File: src/rtl/opb_single_master.sv
// Single-beat OPB master: turns one user read/write request into an arbitrated
// OPB transfer with retry, timeout and error handling, then reports completion.
`timescale 1ns/1ps
module opb_single_master #(
    parameter int C_OPB_AWIDTH     = 32,
    parameter int C_OPB_DWIDTH     = 32,
    parameter int C_TIMEOUT_CYCLES = 16,
    parameter int C_MAX_RETRY      = 4
) (
    input  logic                      OPB_Clk,
    input  logic                      OPB_Rst_n,
    input  logic                      req_valid,
    output logic                      req_ready,
    input  logic                      req_rnw,
    input  logic [C_OPB_AWIDTH-1:0]   req_addr,
    input  logic [C_OPB_DWIDTH/8-1:0] req_be,
    input  logic [C_OPB_DWIDTH-1:0]   req_wdata,
    output logic                      rsp_valid,
    output logic [C_OPB_DWIDTH-1:0]   rsp_rdata,
    output logic [1:0]                rsp_status,
    output logic                      M_request,
    input  logic                      OPB_MGrant,
    output logic                      M_select,
    output logic                      M_RNW,
    output logic [0:C_OPB_AWIDTH-1]   M_ABus,
    output logic [0:C_OPB_DWIDTH/8-1] M_BE,
    output logic [0:C_OPB_DWIDTH-1]   M_DBus,
    output logic                      M_seqAddr,
    output logic                      M_busLock,
    input  logic                      OPB_xferAck,
    input  logic                      OPB_errAck,
    input  logic                      OPB_retry,
    input  logic                      OPB_toutSup,
    input  logic [0:C_OPB_DWIDTH-1]   OPB_DBus
);

    localparam int            BEW         = C_OPB_DWIDTH / 8;
    localparam int            TW          = $clog2(C_TIMEOUT_CYCLES + 1);
    localparam logic [TW-1:0] TOUT_LIMIT  = TW'(C_TIMEOUT_CYCLES);
    localparam logic [3:0]    RETRY_LIMIT = 4'(C_MAX_RETRY);

    localparam logic [1:0] ST_OK      = 2'b00;
    localparam logic [1:0] ST_ERR     = 2'b01;
    localparam logic [1:0] ST_TIMEOUT = 2'b10;
    localparam logic [1:0] ST_RETRY_X = 2'b11;

    typedef enum logic [2:0] {
        S_IDLE,
        S_REQ,
        S_XFER,
        S_BACKOFF,
        S_RESP
    } state_t;

    state_t state, state_nxt;

    logic [C_OPB_AWIDTH-1:0] addr_q;
    logic [BEW-1:0]          be_q;
    logic [C_OPB_DWIDTH-1:0] wdata_q;
    logic                    rnw_q;
    logic [3:0]              retry_cnt;
    logic [TW-1:0]           tout_cnt;

    logic       accept;
    logic       done;
    logic       capture;
    logic       retry_inc;
    logic       slave_resp;
    logic [1:0] done_status;

    assign slave_resp = OPB_errAck | OPB_xferAck | OPB_retry;

    always_comb begin
        state_nxt   = state;
        accept      = 1'b0;
        done        = 1'b0;
        capture     = 1'b0;
        retry_inc   = 1'b0;
        done_status = ST_OK;
        case (state)
            S_IDLE: begin
                if (req_valid) begin
                    accept    = 1'b1;
                    state_nxt = S_REQ;
                end
            end
            S_REQ: begin
                if (OPB_MGrant) state_nxt = S_XFER;
            end
            S_XFER: begin
                // errAck outranks xferAck so a doubly-acked cycle reports an error
                if (OPB_errAck) begin
                    done        = 1'b1;
                    done_status = ST_ERR;
                end else if (OPB_xferAck) begin
                    done    = 1'b1;
                    capture = rnw_q;
                end else if (OPB_retry) begin
                    if (retry_cnt < RETRY_LIMIT) begin
                        retry_inc = 1'b1;
                        state_nxt = S_BACKOFF;
                    end else begin
                        done        = 1'b1;
                        done_status = ST_RETRY_X;
                    end
                end else if (!OPB_toutSup && tout_cnt == TOUT_LIMIT) begin
                    done        = 1'b1;
                    done_status = ST_TIMEOUT;
                end
                if (done) state_nxt = S_RESP;
            end
            S_BACKOFF: state_nxt = S_REQ;
            default:   state_nxt = S_IDLE;
        endcase
    end

    always_ff @(posedge OPB_Clk or negedge OPB_Rst_n) begin
        if (!OPB_Rst_n) begin
            state      <= S_IDLE;
            retry_cnt  <= '0;
            tout_cnt   <= '0;
            rsp_status <= ST_OK;
            rsp_rdata  <= '0;
        end else begin
            state <= state_nxt;
            if (accept)         retry_cnt <= '0;
            else if (retry_inc) retry_cnt <= retry_cnt + 4'd1;
            // The first XFER cycle counts, so a silent slave times out after
            // C_TIMEOUT_CYCLES+1 bus cycles of select.
            if (state != S_XFER)                   tout_cnt <= '0;
            else if (!slave_resp && !OPB_toutSup)  tout_cnt <= tout_cnt + TW'(1);
            if (done) begin
                rsp_status <= done_status;
                rsp_rdata  <= capture ? OPB_DBus : '0;
            end
        end
    end

    always_ff @(posedge OPB_Clk) begin
        if (accept) begin
            addr_q  <= req_addr;
            be_q    <= req_be;
            wdata_q <= req_wdata;
            rnw_q   <= req_rnw;
        end
    end

    // Bus outputs are forced to zero outside select so the OR-combined OPB stays clean.
    assign req_ready = OPB_Rst_n && (state == S_IDLE);
    assign M_request = (state == S_REQ);
    assign M_select  = (state == S_XFER);
    assign M_RNW     = M_select & rnw_q;
    assign M_ABus    = M_select ? addr_q : '0;
    assign M_BE      = M_select ? be_q : '0;
    assign M_DBus    = (M_select && !rnw_q) ? wdata_q : '0;
    assign M_seqAddr = 1'b0;
    assign M_busLock = 1'b0;
    assign rsp_valid = (state == S_RESP);

endmodule

File: config.mk
export PLATFORM = sky130hd
export DESIGN_NAME = opb_single_master
export DESIGN_NICKNAME = d
export VERILOG_FILES = /design/src/rtl/opb_single_master.sv
export SDC_FILE = /design/constraint.sdc
export NUM_CORES = 1
export LEC_CHECK = 0
export ABC_AREA = 1
export BUFFER_PORTS_ARGS = -buffer_cell sky130_fd_sc_hd__buf_4
export CORE_MARGIN = 4
export CORE_UTILIZATION = 40
export DETAILED_ROUTE_END_ITERATION = 7
export PLACE_DENSITY = 0.72
export REMOVE_ABC_BUFFERS = 1
export SYNTH_ARGS = -nofsm -noshare
export SYNTH_HDL_FRONTEND = slang
export SYNTH_SLANG_ARGS = --single-unit
File: constraint.sdc
create_clock -name OPB_Clk -period 3.6 [get_ports OPB_Clk]
set_input_delay 0.18 -clock OPB_Clk [delete_from_list [all_inputs] [get_ports OPB_Clk]]
set_output_delay 0.18 -clock OPB_Clk [all_outputs]
set_load 0.05 [all_outputs]
== After elaboration in Yosys (flattened, before gate mapping) ==
Cells that the tools add are included.
Storage, ports and cells
  register bits after elaboration: 115
  bits of input ports: 109
  output and inout port bits: 109
  logic and storage cells: 77
Cells by class
  $add $sub $neg: 2
  order comparisons: 1
  equal/unequal tests: 12
  mux-type cells: 39
  bitwise logic cells: 3
  reductions and logical operators: 11
Operators with widths (number)
  two-way mux 32 bit: 3
  two-way mux 3 bit: 7
  two-way mux 1 bit: 17
  two-way mux 2 bit: 6
  two-way mux 4 bit: 3
  one-hot mux 3 bit (4 select lines): 1
  two-way mux 5 bit: 2
  != test 3 x 2 -> 1 bit, second input constant: 3
  equality test 3 x 2 -> 1 bit, second input constant: 2
  != test 3 x 1 -> 1 bit, second input constant: 2
  AND reduction 6 bit: 1
  adder 5 x 1 -> 5 bit, second input constant: 1
  equality test 5 bit, second input constant: 1
  adder 4 x 1 -> 4 bit, second input constant: 1
  logical AND 1 bit: 4
  < comparator 4 x 3 -> 1 bit, second input constant: 1
  nonzero test 2 bit: 2
  equality test 3 x 1 -> 1 bit, second input constant: 1
  equality test 3 bit, second input constant: 1
  zero test 1 bit: 3
  zero test 3 bit: 1
  != test 2 x 1 -> 1 bit, second input constant: 1
  != test 2 bit, second input constant: 1
  bitwise OR 1 bit: 2
  AND 1 bit: 1

== Longest topological paths before layout ==
  word-level depth: 9
  depth in mapped cells: 10
  gate-level depth less buffers: 9

== Worst setup path after synthesis ==
Ideal clock, no wire load.
  path kind: register -> register
  start point: register state[1]
  end point: register addr_q[0] (enable)
  setup time: 0.424 ns
  arrival: 2.066 ns
  required time: 3.176 ns
  setup slack: 1.110 ns
  stages on the path, launching flop included: 4
  path buffers: 0
  clock period less this slack: 2.490 ns
  cells stage by stage: dfrtp_1 -> nor2_1 -> nand3_1 -> inv_1
Between the ends
  longest elaborated chain between the ends: 2
RTL lines
  from (decl): RTL line 55  | state_t state, state_nxt;
  from (signal assigned): RTL line 125  | state <= state_nxt;
  zero test 3 bit: RTL line 80  | case (state)
  two-way mux 1 bit: RTL line 80
  named net accept: RTL line 64  | logic accept;
  to (signal assigned): RTL line 141  | addr_q <= req_addr;
  to (decl): RTL line 57  | logic [C_OPB_AWIDTH-1:0] addr_q;
The timed path passes the listed nets, and every way through them passes these cells.
A chain may end at the register's enable or synchronous reset.

== Worst setup path in the final report ==
  start point: register state[0]
  end point: output port M_DBus[26] in the netlist's numbering
Between the ends
  longest elaborated chain between the ends: 3
RTL lines
  equality test 3 x 2 -> 1 bit: RTL line 151  | assign M_select = (state == S_XFER);
  logical AND 1 bit: RTL line 155  | assign M_DBus = (M_select && !rnw_q) ? wdata_q : '0;
  two-way mux 32 bit: RTL line 155
  to (decl): RTL line 27  | output logic [0:C_OPB_DWIDTH-1] M_DBus,
Every way passes these cells.

==> summary.md <==
| Metric | Value |
|---|---|
| Status | `finished clean` |
| Post-synthesis mux area share | `0` |
| Max IR drop VDD | `0.000519 V` |
| Routed length per instance | `14.9 um` |
| Internal power | `0.00369 W` |
| Post-synthesis cell area | `4760 um^2` |
| # clock sinks | `115` |
| Xor/xnor cell area share of the yosys netlist | `0.00184` |
| FF+latch count, synth | `115` |
| Critical path arrival | `2.07 ns` |
| Diode count | `0` |
| Leak Pwr | `4.18 nW` |
| Post-Synth Adder-Cell Area | `0.00789` |
| CP Class | `register to output pin` |
| Design area | `8100 um^2` |
| Sequential power share | `0.322` |
| Layout cells sized above 1 | `0.351` |
| Count of cells resized by post-cts repair | `0` |
| CP Launch Type | `register` |
| Cell variety after synth | `25` |
| Final Hold Violating Endpoints | `0` |
| Fin nets | `895` |
| Max cap viols | `0` |
| Worst path max stage delay | `0.40 ns` |
| Final Setup Violations | `0` |
| Cts bufs inserted | `17` |
| Sw power | `0.00241 W` |
| Final min period | `2.25 ns` |
| Synth warn | `0` |
| Htree depth | `4` |
| First-pass GRT wire length | `21500 um` |
| RSZ-0062 raised after global routing | `false` |
| Post-Route WL | `14000 um` |
| Clock-pin slew on the worst setup and hold paths | `0.06 ns` |
| Filler Cells Inserted | `763` |
| Simple-Gate Fraction of Synth Area | `0.203` |
| Max FO, Critical Path | `32` |
| Multi-input logic area | `1070 um^2` |
| ANT nets after route | `0` |
| Number of global-route vias before repair | `4416` |
| Dpl cell area | `6450 um^2` |
| CTS tree | `done` |
| Min Hold Slack | `0.0262 ns` |
| Complex-gate fraction of the synthesized area | `0.00946` |
| Register area | `3220 um^2` |
| Routed vias/inst | `4.48` |
| Max Slew Vio Count | `0` |
| Gpl congestion | `0.775` |
| Gr usage total | `0.206` |
| Clk buf depth | `2` |
| Worst slew margin | `0.498` |
| CP endpoint kind | `output pin` |
| DPL Wire Length | `8740 um` |
| Initial antenna violation count | `0` |
| Global route total overflow | `0` |
| Seq/Total Area, Yosys | `0.677` |
| Max Fclk | `445 MHz` |
| Pre-CTS WS | `1.42 ns` |
| Clk_skew | `0.00655 ns` |
| Switching part of the total | `0.395` |
| IO Port Bufs | `215` |
| Final setup margin | `1.35 ns` |
| Synthesized instance count | `458` |
| Die area | `13700 um^2` |
| Final Total Pwr | `0.00609 W` |
| Row cnt | `39` |
| Final setup TNS | `0 ns` |
| Slowest stage cell, crit path | `dfrtp_1` |
| Initial core utilization | `0.413` |
| Synth Area per Inst | `10.4 um^2` |
| Initial DRT Pass Iterations | `4` |
| Largest family of logic cells by synthesized area | `simple AND/OR/NAND/NOR gates` |
| Tightest Hold Check Type | `input port to register` |
| Die Ht | `117 um` |
| Combinational Power Share | `0.382` |
| CP Data Required Time | `3.42 ns` |
| Drt drc | `0` |
| CTS root buffer | `clkbuf_16` |
| Core area | `11500 um^2` |
| Slew @ Worst Pin | `0.752 ns` |
| Layout overhead on the synthesized area | `70.2%` |
| DRT iter0 DRCs | `261` |
| Die X | `117 um` |
| IO Count | `218` |
| Pwr/cell area | `752 nW/um^2` |
| Worst-Skew Late Latency | `0.39 ns` |
| Largest net degree at the start of global routing | `48` |
| Crit share post-route | `0.625` |
| Clk pwr share | `0.295` |
| DR vias | `4205` |
| Critical Path, Cell by Cell | `inv_1, nand3_2, inv_2, nand2_2, nor2_1, buf_4` |
[layout by cell type (no fill, tap or decap), drive strengths merged]
master       netlist  routed
or2                1       1
conb               1       2
edfxtp            69      69
ha                 3       3
nand2            121     121
bufinv             0       5
inv               90      90
nand3             11      11
clkinv             0       6
nor2              87      87
nand3b             1       1
and3               1       1
o21ai              6       6
xor2               1       1
nor4               1       1
dfrtp             46      46
clkbuf             0      17
dlygate4sd3        0     101
a21oi              3       3
clkinvlp           0       4
buf               15     219
nor3               1       1
[per-layer routing]
layer,global-route usage,vias to the layer above,share of wire
li1,-,2031,-
met1,0.231,1958,0.39
met2,0.364,196,0.49
met3,0.0735,20,0.10
met4,0.0680,0,0.017
met5,0,-,0
[final timing paths]
check                         startpoint            end  slack, ns  depth (start not counted)
min in group asynchronous      OPB_Rst_n  rsp_rdata[21]       0.35                          2
setup / recovery                state[0]     M_DBus[26]       1.35                          6
max in group asynchronous      OPB_Rst_n   retry_cnt[3]       2.83                          2
hold reg to reg            rsp_rdata[28]  rsp_rdata[28]       0.48                          2
setup reg to reg                state[1]      addr_q[4]       1.41                          4
hold / removal               OPB_DBus[0]  rsp_rdata[31]       0.03                          3
[flip-flops by register name, indices dropped and copies added, names as in the netlist]
signal	count
addr_q	32
rsp_rdata	32
rsp_status	2
state	3
be_q	4
tout_cnt	5
rnw_q	1
retry_cnt	4
wdata_q	32
[power groups by stage]
| stage | registers (W) | logic, W | clock network [W] |
|---|---|---|---|
| 2_1_floorplan | 0.00250 | 0.000945 | 0 |
| 3_3_place_gp | 0.00195 | 0.00220 | 0 |
| 3_5_place_dp | 0.00197 | 0.00223 | 0 |
| 4_1_cts | 0.00195 | 0.00232 | 0.00183 |
| 5_1_grt | 0.00199 | 0.00247 | 0.00190 |
| 6_report | 0.00196 | 0.00233 | 0.00180 |
[cells in the mapped netlist, drive strengths merged]
library cell	number	share of area
nand2	121	0.11
inv	90	0.071
nor2	87	0.070
edfxtp	69	0.44
dfrtp	46	0.24
buf	15	0.028
nand3	11	0.013
o21ai	6	0.0063
a21oi	3	0.0032
ha	3	0.0079
and3	1	0.0013
conb	1	0.00079
nand3b	1	0.0016
nor3	1	0.0011
nor4	1	0.0045
or2	1	0.0018
xor2	1	0.0018
[worst max-delay path, delay by kind of cell, from the launching register on]
family,cells,cell delay (ns)
DFF,1,0.40
buffers and inverters,3,0.53
and+or+nand+nor,3,0.72
[per-stage QoR]
stage,util,cells
detailed placement,0.560,806
global placement,0.560,806
finish,0.703,939
CTS,0.703,939
global route,0.703,939
floorplan,-,444
[cell type report]
class	count	share of cell area
clock inverter	15	0.0264
multi-input combinational	239	0.132
timing repair buffer	320	0.328
inverter	90	0.0417
tap	143	0.0221
clock buffer	17	0.0525
sequential	115	0.398
[cell families (layout without fill, tap and decap cells)]
| family | Yosys count | after routing |
|---|---|---|
| buf+inv | 105 | 442 |
| fa+ha+maj | 3 | 3 |
| flops | 115 | 115 |
| simple gates | 224 | 224 |
| compound gates | 9 | 9 |
| xor+xnor | 1 | 1 |
| other cells | 1 | 2 |
[what timing repair did]
action                                 CTS  global route
hold buffers                           101             0
setup buffers                            0             0
endpoints found under the hold margin  146             0
Power figures use the tool's default switching activity.
